### src/rtl/mem_arb_pkg.sv
// Shared definitions for the cache-line memory arbiter: FSM encoding,
// requester indices and line geometry.
package mem_arb_pkg;

    typedef enum logic [1:0] {
        ST_IDLE  = 2'd0,
        ST_ISSUE = 2'd1,
        ST_DRAIN = 2'd2,
        ST_DONE  = 2'd3
    } arb_state_e;

    localparam logic REQ_ICACHE     = 1'b0;
    localparam logic REQ_DCACHE     = 1'b1;
    localparam int   RD_LAT         = 2;
    localparam int   WORDS_PER_LINE = 4;

    function automatic logic [1:0] req_onehot(input logic idx);
        return idx ? 2'b10 : 2'b01;
    endfunction

endpackage

### src/rtl/mem_rd_tracker.sv
// Follows accepted reads through the fixed memory latency and flags the
// presentation of the last word of a line.
module mem_rd_tracker #(
    parameter int RD_LAT = mem_arb_pkg::RD_LAT
) (
    input  logic       clk,
    input  logic       rst,
    input  logic       push_i,
    input  logic [1:0] push_beat_i,
    output logic       rd_valid_o,
    output logic [1:0] rd_beat_o,
    output logic       last_return_o
);
    import mem_arb_pkg::*;

    logic [RD_LAT-1:0] vld_q;
    logic [1:0]        tag_q [RD_LAT];
    logic [1:0]        cnt_q;

    // Latency pipe of {valid, beat} plus count of returns presented
    always_ff @(posedge clk) begin
        if (rst) begin
            vld_q <= '0;
            for (int k = 0; k < RD_LAT; k++) begin
                tag_q[k] <= 2'b00;
            end
            cnt_q <= 2'b00;
        end else begin
            vld_q[0] <= push_i;
            tag_q[0] <= push_beat_i;
            for (int k = 1; k < RD_LAT; k++) begin
                vld_q[k] <= vld_q[k-1];
                tag_q[k] <= tag_q[k-1];
            end
            if (vld_q[RD_LAT-1]) begin
                cnt_q <= cnt_q + 2'd1;
            end else begin
                cnt_q <= cnt_q;
            end
        end
    end

    assign rd_valid_o    = vld_q[RD_LAT-1];
    assign rd_beat_o     = vld_q[RD_LAT-1] ? tag_q[RD_LAT-1] : 2'b00;
    assign last_return_o = vld_q[RD_LAT-1] && (cnt_q == 2'(WORDS_PER_LINE - 1));

endmodule

### src/rtl/mem_line_arbiter.sv
// Round-robin arbiter sequencing four-word line transfers from the I-cache
// and D-cache onto a shared four-bank memory.
module mem_line_arbiter #(
    parameter int ADDR_W = 16,
    parameter int DATA_W = 16,
    parameter int RD_LAT = mem_arb_pkg::RD_LAT
) (
    input  logic              clk,
    input  logic              rst,
    input  logic [1:0]        req_rd,
    input  logic [1:0]        req_wr,
    input  logic [ADDR_W-1:0] req_addr0,
    input  logic [ADDR_W-1:0] req_addr1,
    input  logic [DATA_W-1:0] wr_data0,
    input  logic [DATA_W-1:0] wr_data1,
    output logic [1:0]        grant,
    output logic [1:0]        beat,
    output logic              rd_valid,
    output logic [1:0]        rd_beat,
    output logic [DATA_W-1:0] rd_data,
    output logic [1:0]        done,
    output logic [1:0]        err,
    output logic [ADDR_W-1:0] mem_addr,
    output logic [DATA_W-1:0] mem_data_in,
    output logic              mem_rd,
    output logic              mem_wr,
    input  logic [DATA_W-1:0] mem_data_out,
    input  logic [3:0]        mem_busy,
    input  logic              mem_err
);
    import mem_arb_pkg::*;

    arb_state_e        state_q, state_d;
    logic [1:0]        grant_q, grant_d;
    logic              owner_q, owner_d;
    logic              op_wr_q, op_wr_d;
    logic [ADDR_W-4:0] line_q, line_d;
    logic [1:0]        beat_q, beat_d;
    logic              ptr_q, ptr_d;
    logic              sticky_q, sticky_d;

    logic [1:0] elig_s;
    logic       win_s;
    logic       issue_s;
    logic       last_return_s;
    logic       addr_unused_s;

    // Word offset bits of the line address carry no information
    assign addr_unused_s = ^{req_addr0[2:0], req_addr1[2:0]};

    assign elig_s  = req_rd ^ req_wr;
    assign issue_s = (state_q == ST_ISSUE) && !mem_busy[beat_q];

    // Winner selection: pointer side breaks a tie
    always_comb begin
        win_s = REQ_ICACHE;
        if (elig_s == 2'b11) begin
            win_s = ptr_q;
        end else if (elig_s[0]) begin
            win_s = REQ_ICACHE;
        end else begin
            win_s = REQ_DCACHE;
        end
    end

    // State register
    always_ff @(posedge clk) begin
        if (rst) begin
            state_q <= ST_IDLE;
        end else begin
            state_q <= state_d;
        end
    end

    // Next-state logic
    always_comb begin
        state_d = state_q;
        case (state_q)
            ST_IDLE: begin
                if (elig_s != 2'b00) state_d = ST_ISSUE;
                else                 state_d = ST_IDLE;
            end
            ST_ISSUE: begin
                if (issue_s && (beat_q == 2'd3)) state_d = op_wr_q ? ST_DONE : ST_DRAIN;
                else                             state_d = ST_ISSUE;
            end
            ST_DRAIN: begin
                if (last_return_s) state_d = ST_DONE;
                else               state_d = ST_DRAIN;
            end
            ST_DONE: state_d = ST_IDLE;
            default: state_d = ST_IDLE;
        endcase
    end

    // Transaction context next-state
    always_comb begin
        grant_d  = grant_q;
        owner_d  = owner_q;
        op_wr_d  = op_wr_q;
        line_d   = line_q;
        beat_d   = beat_q;
        ptr_d    = ptr_q;
        sticky_d = sticky_q;
        if (state_q != ST_IDLE && mem_err) sticky_d = 1'b1;
        else                               sticky_d = sticky_q;
        case (state_q)
            ST_IDLE: begin
                if (elig_s != 2'b00) begin
                    grant_d  = req_onehot(win_s);
                    owner_d  = win_s;
                    op_wr_d  = req_wr[win_s];
                    line_d   = win_s ? req_addr1[ADDR_W-1:3] : req_addr0[ADDR_W-1:3];
                    beat_d   = 2'b00;
                    sticky_d = 1'b0;
                end else begin
                    grant_d = 2'b00;
                end
            end
            ST_ISSUE: begin
                if (issue_s) beat_d = beat_q + 2'd1;
                else         beat_d = beat_q;
            end
            ST_DONE: begin
                grant_d  = 2'b00;
                ptr_d    = ~owner_q;
                sticky_d = 1'b0;
            end
            default: ;
        endcase
    end

    // Transaction context registers
    always_ff @(posedge clk) begin
        if (rst) begin
            grant_q  <= 2'b00;
            owner_q  <= 1'b0;
            op_wr_q  <= 1'b0;
            line_q   <= '0;
            beat_q   <= 2'b00;
            ptr_q    <= 1'b0;
            sticky_q <= 1'b0;
        end else begin
            grant_q  <= grant_d;
            owner_q  <= owner_d;
            op_wr_q  <= op_wr_d;
            line_q   <= line_d;
            beat_q   <= beat_d;
            ptr_q    <= ptr_d;
            sticky_q <= sticky_d;
        end
    end

    // Output decode; a memory error in the done cycle itself is still reported
    always_comb begin
        mem_rd      = 1'b0;
        mem_wr      = 1'b0;
        mem_addr    = '0;
        mem_data_in = '0;
        done        = 2'b00;
        err         = 2'b00;
        case (state_q)
            ST_IDLE: err = req_rd & req_wr;
            ST_ISSUE: begin
                mem_addr = {line_q, beat_q, 1'b0};
                mem_rd   = issue_s & ~op_wr_q;
                mem_wr   = issue_s & op_wr_q;
                if (op_wr_q) mem_data_in = owner_q ? wr_data1 : wr_data0;
                else         mem_data_in = '0;
            end
            ST_DONE: begin
                done = grant_q;
                if (sticky_q || mem_err) err = grant_q;
                else                     err = 2'b00;
            end
            default: ;
        endcase
    end

    mem_rd_tracker #(.RD_LAT(RD_LAT)) u_rd_tracker (
        .clk           (clk),
        .rst           (rst),
        .push_i        (mem_rd),
        .push_beat_i   (beat_q),
        .rd_valid_o    (rd_valid),
        .rd_beat_o     (rd_beat),
        .last_return_o (last_return_s)
    );

    assign grant   = grant_q;
    assign beat    = beat_q;
    assign rd_data = rd_valid ? mem_data_out : '0;

endmodule

### config.mk
export PLATFORM = sky130hd
export DESIGN_NAME = mem_line_arbiter
export DESIGN_NICKNAME = d
export VERILOG_FILES = /design/src/rtl/mem_arb_pkg.sv /design/src/rtl/mem_rd_tracker.sv /design/src/rtl/mem_line_arbiter.sv
export SDC_FILE = /design/constraint.sdc
export NUM_CORES = 1
export LEC_CHECK = 0
export ABC_AREA = 1
export CAP_MARGIN = 20
export CORE_MARGIN = 1.5
export CORE_UTILIZATION = 60
export DETAILED_ROUTE_END_ITERATION = 16
export DONT_BUFFER_PORTS = 1
export PLACE_DENSITY = 0.84
export SLEW_MARGIN = 15
export SYNTH_ARGS = -nofsm -noshare
export SYNTH_HDL_FRONTEND = slang
export SYNTH_SLANG_ARGS = --single-unit
### constraint.sdc
create_clock -name clk -period 1.9 [get_ports clk]
set_clock_uncertainty 0.15 [all_clocks]
set_input_delay 0.285 -clock clk [delete_from_list [all_inputs] [get_ports clk]]
set_output_delay 0.285 -clock clk [all_outputs]
set_load 0.05 [all_outputs]
==> results of run 1 <==
## per-stage QoR
stage	setup slack, ns	setup TNS, ns	instances
floorplan	-0.391	-5.42	313
global placement	0.188	0	407
## kinds of logic after synthesis
group | after synthesis
buf+inv | 67
flops | 31
xor+xnor | 1
fa+ha+maj | 8
simple gates | 157
compound gates | 48
other cells | 1
==> impl_metrics.toml, run 1 <==
[yosys]
synth_top_family_by_area = "simple AND/OR/NAND/NOR gates"
post_synth_fa_ha_maj_area_fraction = 0.0518
postSynthNetCount = 412
synth_simple_gate_area_frac = 0.325
yosys_warnings = 0
synth.area.mux_share = 0
synth_area_in_compound_gates = 0.144
count_leader_synth = "nand2_1"
number_of_synthesized_register_bits = 31
number_of_standard_cells_after_synthesis = 313
ys_top_cells_by_area = "dfxtp_1 32%, nand2_1 17%, inv_1 9.3%"
synth.lib_cells_used.distinct = 27
postSynth.asyncResetShare = 0
synth_edf_count = 0
yosys.area.top_type_share = 0.321
synth-seq-area-share = 0.321
synth_area_mm2 = 0.00193
synth-main-ff-cell = "dfxtp_1"
synth_area_leader_cell = "dfxtp_1"
synth-xor-area-share = 0.00454
commonest_cells_in_the_netlist = "87 x nand2_1, 48 x inv_1, 42 x nor2_1"
syn_avg_cell_area_um2 = 6.17

[outcome]
haltStage = "detailed placement"
run_status = "did not finish"
error_message = "[ERROR DPL-0033] detailed placement checks failed during check placement."

[placed_design]
hpwl_mm = 5.94
globalplace.congestion = 0.858
portBuffers = 0

[floorplanning]
io_pins = 152
row_count = 20
start_util = 0.632
die_w_um = 59.7
dieHeight_um = 59.7
==> run 2: changes to the inputs <==
- CORE_UTILIZATION: 60 -> 40
- PLACE_DENSITY: 0.84 -> default
- PLACE_DENSITY_LB_ADDON: default -> 0.15
==> impl_metrics.toml, run 2 <==
[final_layout]
area.growth.synth_to_final_pct = 88.5
fillCellCount = 316
max_reg_flops = 13
antennaDiodeCount = 0
post-route-util = 0.775
final_common_cell = "nand2_1"
max_flop_register = "line_q"
fraction_of_layout_instances_using_a_drive_strength_above_1 = 0.358
top_regs = "line_q (13), u_rd_tracker.tag_q (4)"
most-common-layout-cells = "83 x nand2_1, 39 x nor2_1, 39 x buf_12"
finalNetCount = 492

[setup_path]
worstPathMaxFanout = 9
crit_arrival_ns = 1.50
timing_worst_setup_path_type = "flip-flop to output pin"
crit_path_required_time_ns = 1.46
critPathCaptureType = "output pin"
crit_path_start_kind = "flip-flop"

[cts]
clock_tree_from_tritoncts = "yes"
clock_path_buffers = 2
worst_skew_pair.late_latency_ns = 0.29
cts-buffers-inserted = 5
cts.root.buffer_cell = "clkbuf_8"
htreeDepth = 2
numClockSinks = 31
clk_pin_slew_worst_paths_ns = 0.06

[routing]
vias = 2331
final_antenna_net_count = 0
drt-total-wl_mm = 6.70
route.detailed.drc = 0
routed_via_density = 5.20
initialDrtViolationCount = 62
drt-wirelength-per-cell_um = 15.0
drtPass1Iterations = 4

[yosys]
commonest_cells_in_the_netlist = "87 x nand2_1, 48 x inv_1, 42 x nor2_1"
number_of_standard_cells_after_synthesis = 313
synth-seq-area-share = 0.321
postSynth.asyncResetShare = 0
synth_area_leader_cell = "dfxtp_1"
yosys.area.top_type_share = 0.321
postSynthNetCount = 412
number_of_synthesized_register_bits = 31
synth_edf_count = 0
syn_avg_cell_area_um2 = 6.17
synth-main-ff-cell = "dfxtp_1"
count_leader_synth = "nand2_1"
yosys_warnings = 0
ys_top_cells_by_area = "dfxtp_1 32%, nand2_1 17%, inv_1 9.3%"
synth_area_mm2 = 0.00193
synth.lib_cells_used.distinct = 27

[global_route]
grt_overflow = 0
grt_pass1_wl_mm = 10.0
grt_max_degree = 29
globalRouteTotalUtil = 0.246
first_global_vias = 2182
antenna_found_initial = 0

[power_and_ir_drop]
power.combinational.fraction = 0.529
clockPowerShare = 0.190
power.switching_w = 0.00133
power-per-cell-area_mw_per_mm2 = 845
static-leakage-power_nw = 1.69
intPower_w = 0.00175
power.share.sequential = 0.281
switching_share = 0.431
power.ir.vdd_worst_mv = 0.590

[sta]
worst-slew-pin-transition_ns = 0.615
timing.final.crit_period_ns = 1.93
layout_worst_path_cycle_share = 1.02
setup_viol_count_final = 1
rsz_0062_raised_after_global_routing = "yes"
clock.fmax_ghz = 0.517
report.final.hold_viol_count = 0
worst_setup_slack_after_layout_ns = -0.0338
worst_slew_margin_rel = 0.589
final_max_slew_viol_count = 0
hold-worst-slack_ns = 0.00816

[placed_design]
hpwl_mm = 4.28
globalplace.congestion = 0.784
portBuffers = 0

[floorplanning]
die_w_um = 72.5
dieHeight_um = 72.5
coreArea_mm2 = 0.00469
row_count = 25
io_pins = 152
start_util = 0.411
dieArea_mm2 = 0.00525

[worst_hold_path]
min_path_type = "input pin to flip-flop"

[outcome]
violations = "negative setup slack"
run_status = "finished, violations left"

[job]
cap_viol_max_count = 0
-- run 2: final timing paths --
check	startpoint	end	slack [ns]	cells past startpoint
min	req_addr0[11]	line_q[8]	0.008	2
max reg2reg	flip-flop	beat[1]	0.13	10
max	flip-flop	mem_rd	-0.03	7
min reg2reg	u_rd_tracker.vld_q[0]	u_rd_tracker.vld_q[1]	0.24	2
-- run 2: what timing repair did --
item | CTS | global route
pin swaps | 15 | 5
cloned | 3 | 0
buffers inserted | 5 | 0
hold buffers | 15 | 0
resized for setup | 53 | 27
endpoints found under the hold margin | 21 | 0
setup endpoints to repair | 20 | 44
-- run 2: kinds of logic (layout without fill, tap and decap cells) --
kind of cell,Yosys count,in the layout,share of synthesized area
other,1,1,0.00194
buffers and inverters,67,148,0.151
and+or+nand+nor,157,157,0.325
DFF,31,31,0.321
xor gates and xnor gates,1,1,0.00454
adders and majority gates,8,8,0.0518
AOI/OAI and AO/OA,48,48,0.144
-- run 2: final cells by class --
| type | instances | area (um^2) | share of cell area |
|---|---|---|---|
| timing repair buffer | 90 | 1330 | 0.366 |
| clock buffer | 8 | 100 | 0.0275 |
| inverter | 50 | 199 | 0.0547 |
| multi-input combinational | 215 | 1300 | 0.358 |
| tap | 54 | 67.6 | 0.0186 |
| sequential | 31 | 637 | 0.175 |
-- run 2: per-stage QoR --
step	worst slack [ns]	power (W)	instance area, um^2	TNS [ns]	instances
final	-0.0338	0.00308	3640	-0.0338	448
after global routing	-0.0899	0.00323	3640	-0.784	448
after CTS	-0.0369	0.00300	3580	-0.152	448
after detailed placement	0.153	0.00219	2980	0	417
after global placement	0.202	0.00216	2980	0	417
after floorplan	-0.391	0.00176	2020	-5.42	313
-- run 2: power by group through the flow --
stage | logic [W] | clock network [W] | registers, W
after floorplan | 0.000865 | 0 | 0.000893
after global placement | 0.00131 | 0 | 0.000847
after detailed placement | 0.00134 | 0 | 0.000853
after CTS | 0.00157 | 0.000586 | 0.000850
after global routing | 0.00173 | 0.000621 | 0.000879
final | 0.00163 | 0.000585 | 0.000865
-- run 2: worst max-delay path: stages, from the launching register on --
cell	delay, ns
dfxtp_4	0.37
inv_4	0.06
ha_4	0.16
buf_4	0.13
buf_8	0.13
nand2_2	0.09
nor2_4	0.12
buf_12	0.15
-- run 2: per-layer routing --
| metal | vias to the layer above | routed length, um | track usage |
|---|---|---|---|
| met5 | - | 0 | 0 |
| met4 | 0 | 181 | 0.0985 |
| met3 | 20 | 521 | 0.0611 |
| met2 | 120 | 3660 | 0.481 |
| met1 | 1058 | 2340 | 0.245 |
| li1 | 1133 | - | - |
Power figures use the tool's default switching activity.
==> run 3: changes to the inputs <==
- MAX_ROUTING_LAYER: default -> met4
==> impl_metrics.toml, run 3 (synthesized netlist as in run 2, its figures left out) <==
[global_route]
grt_max_degree = 29
grt_pass1_wl_mm = 10.0
grt_overflow = 0
grt.met3_usage = 0.0514
globalRoute.busiestLayer = "met2"
first_global_vias = 2187
groute.layer.met1.usage = 0.251
gr-usage-met2 = 0.483
antenna_found_initial = 0
globalRouteTotalUtil = 0.254

[placed_design]
area_after_detailed_placement_mm2 = 0.00298
hpwl_mm = 4.28
place_ws_ns = 0.153
globalplace.congestion = 0.795
portBuffers = 0

[routing]
drt-total-wl_mm = 6.76
routed_via_density = 5.23
initialDrtViolationCount = 64
drt-wirelength-per-cell_um = 15.1
route.detailed.drc = 0
final_antenna_net_count = 0
drtPass1Iterations = 4
vias = 2345

[cts]
clk_pin_slew_worst_paths_ns = 0.07
clock_tree_from_tritoncts = "yes"
worst_skew_pair.late_latency_ns = 0.29
clock_path_buffers = 2
cts.root.buffer_cell = "clkbuf_8"
numClockSinks = 31
cts-buffers-inserted = 5
htreeDepth = 2

[floorplanning]
start_util = 0.411
dieArea_mm2 = 0.00525
io_pins = 152
coreArea_mm2 = 0.00469
die_w_um = 72.5
row_count = 25
dieHeight_um = 72.5

[final_layout]
post-route-util = 0.775
area.growth.synth_to_final_pct = 88.3
antennaDiodeCount = 0
top_regs = "line_q (13), u_rd_tracker.tag_q (4)"
fraction_of_layout_instances_using_a_drive_strength_above_1 = 0.355
finalNetCount = 492
most-common-layout-cells = "84 x nand2_1, 39 x nor2_1, 39 x buf_12"
max_reg_flops = 13
final_area_mm2 = 0.00364
final_common_cell = "nand2_1"
max_flop_register = "line_q"

[worst_hold_path]
min_path_type = "input pin to flip-flop"

[setup_path]
critPathSlowestCell = "dfxtp_4"
crit_path_required_time_ns = 1.46
worst_path_largest_cell_delay_ns = 0.36
worstPathMaxFanout = 9
critPathCaptureType = "output pin"
kind_of_cell_adding_the_most_delay_to_the_critical_path = "buffers and inverters"
timing_worst_setup_path_type = "flip-flop to output pin"
cp_cell_sequence = "inv_4 -> ha_4 -> buf_4 -> buf_8 -> nand2_2 -> nor2_4 -> buf_12"
crit_path_start_kind = "flip-flop"
crit_arrival_ns = 1.49
critical_path_buf_inv_count = 4

[sta]
final_max_slew_viol_count = 0
worst_slew_margin_rel = 0.588
worst_setup_slack_after_layout_ns = -0.0255
setup_viol_count_final = 1
timing.final.crit_period_ns = 1.93
layout_worst_path_cycle_share = 1.01
report.final.hold_viol_count = 0
rsz_0062_raised_after_global_routing = "yes"
clock.fmax_ghz = 0.519
worst-slew-pin-transition_ns = 0.617

[job]
cap_viol_max_count = 0

[power_and_ir_drop]
static-leakage-power_nw = 1.69
power.ir.vdd_worst_mv = 0.596
power-per-cell-area_mw_per_mm2 = 845

[outcome]
violations = "negative setup slack"
run_status = "finished, violations left"
==> run 3: cell counts in the layout (fill, tap and decap cells not counted) <==
No cell type changed its count.
==> run 3: worst register-to-register path: cells and delay by family, from the launching register on <==
kind	cells	cell delay [ns]
adders and majority gates	1	0.16
and+or+nand+nor	2	0.19
buffers and inverters	5	0.54
AOI/OAI and AO/OA	2	0.26
DFF	1	0.36
==> run 3: what timing repair did <==
action                                  in CTS  in global routing
hold buffers                                15                  0
resized for setup                           53                 26
endpoints found under the hold margin       21                  0
setup buffers                                5                  0
gates cloned                                 3                  0
pin swaps                                   15                  5
endpoints found under the setup margin      20                 44
==> run 3: cell type report <==
type / instances / area, um^2
Timing Repair Buffer: 90 / 1330
Multi-Input combinational cell: 215 / 1300
Fill cell: 317 / 1060
Sequential cell: 31 / 637
Inverter: 50 / 199
Clock buffer: 8 / 100
Tap cell: 54 / 67.6
==> run 3: through the flow <==
stage | hold slack, ns | cells | TNS [ns] | power [W]
CTS | 0.0000331 | 448 | -0.152 | 0.00300
global route | 0.00290 | 448 | -0.709 | 0.00323
global placement | 0.200 | 417 | 0 | 0.00216
finish | 0.00637 | 448 | -0.0255 | 0.00307
detailed placement | 0.206 | 417 | 0 | 0.00219
floorplan | 0.238 | 313 | -5.42 | 0.00176
==> run 3: metal layers <==
layer	vias to the layer above	wire, um
met3	19	544
met5	-	0
li1	1135	-
met2	128	3670
met1	1063	2360
met4	0	182
==> run 3: path summary, 6_finish.rpt <==
path / start / depth (start not counted) / to / slack, ns
worst max-delay path: flip-flop / 7 / mem_rd / -0.03
worst min-delay path: req_addr0[5] / 2 / line_q[2] / 0.006
worst max register to register: flip-flop / 10 / beat[1] / 0.13
worst min register to register: u_rd_tracker.vld_q[0] / 2 / u_rd_tracker.vld_q[1] / 0.24
==> run 3: where the power goes <==
part           switching, W  internal [W]
logic              0.000978      0.000648
registers         0.0000936      0.000771
clock network      0.000251      0.000330
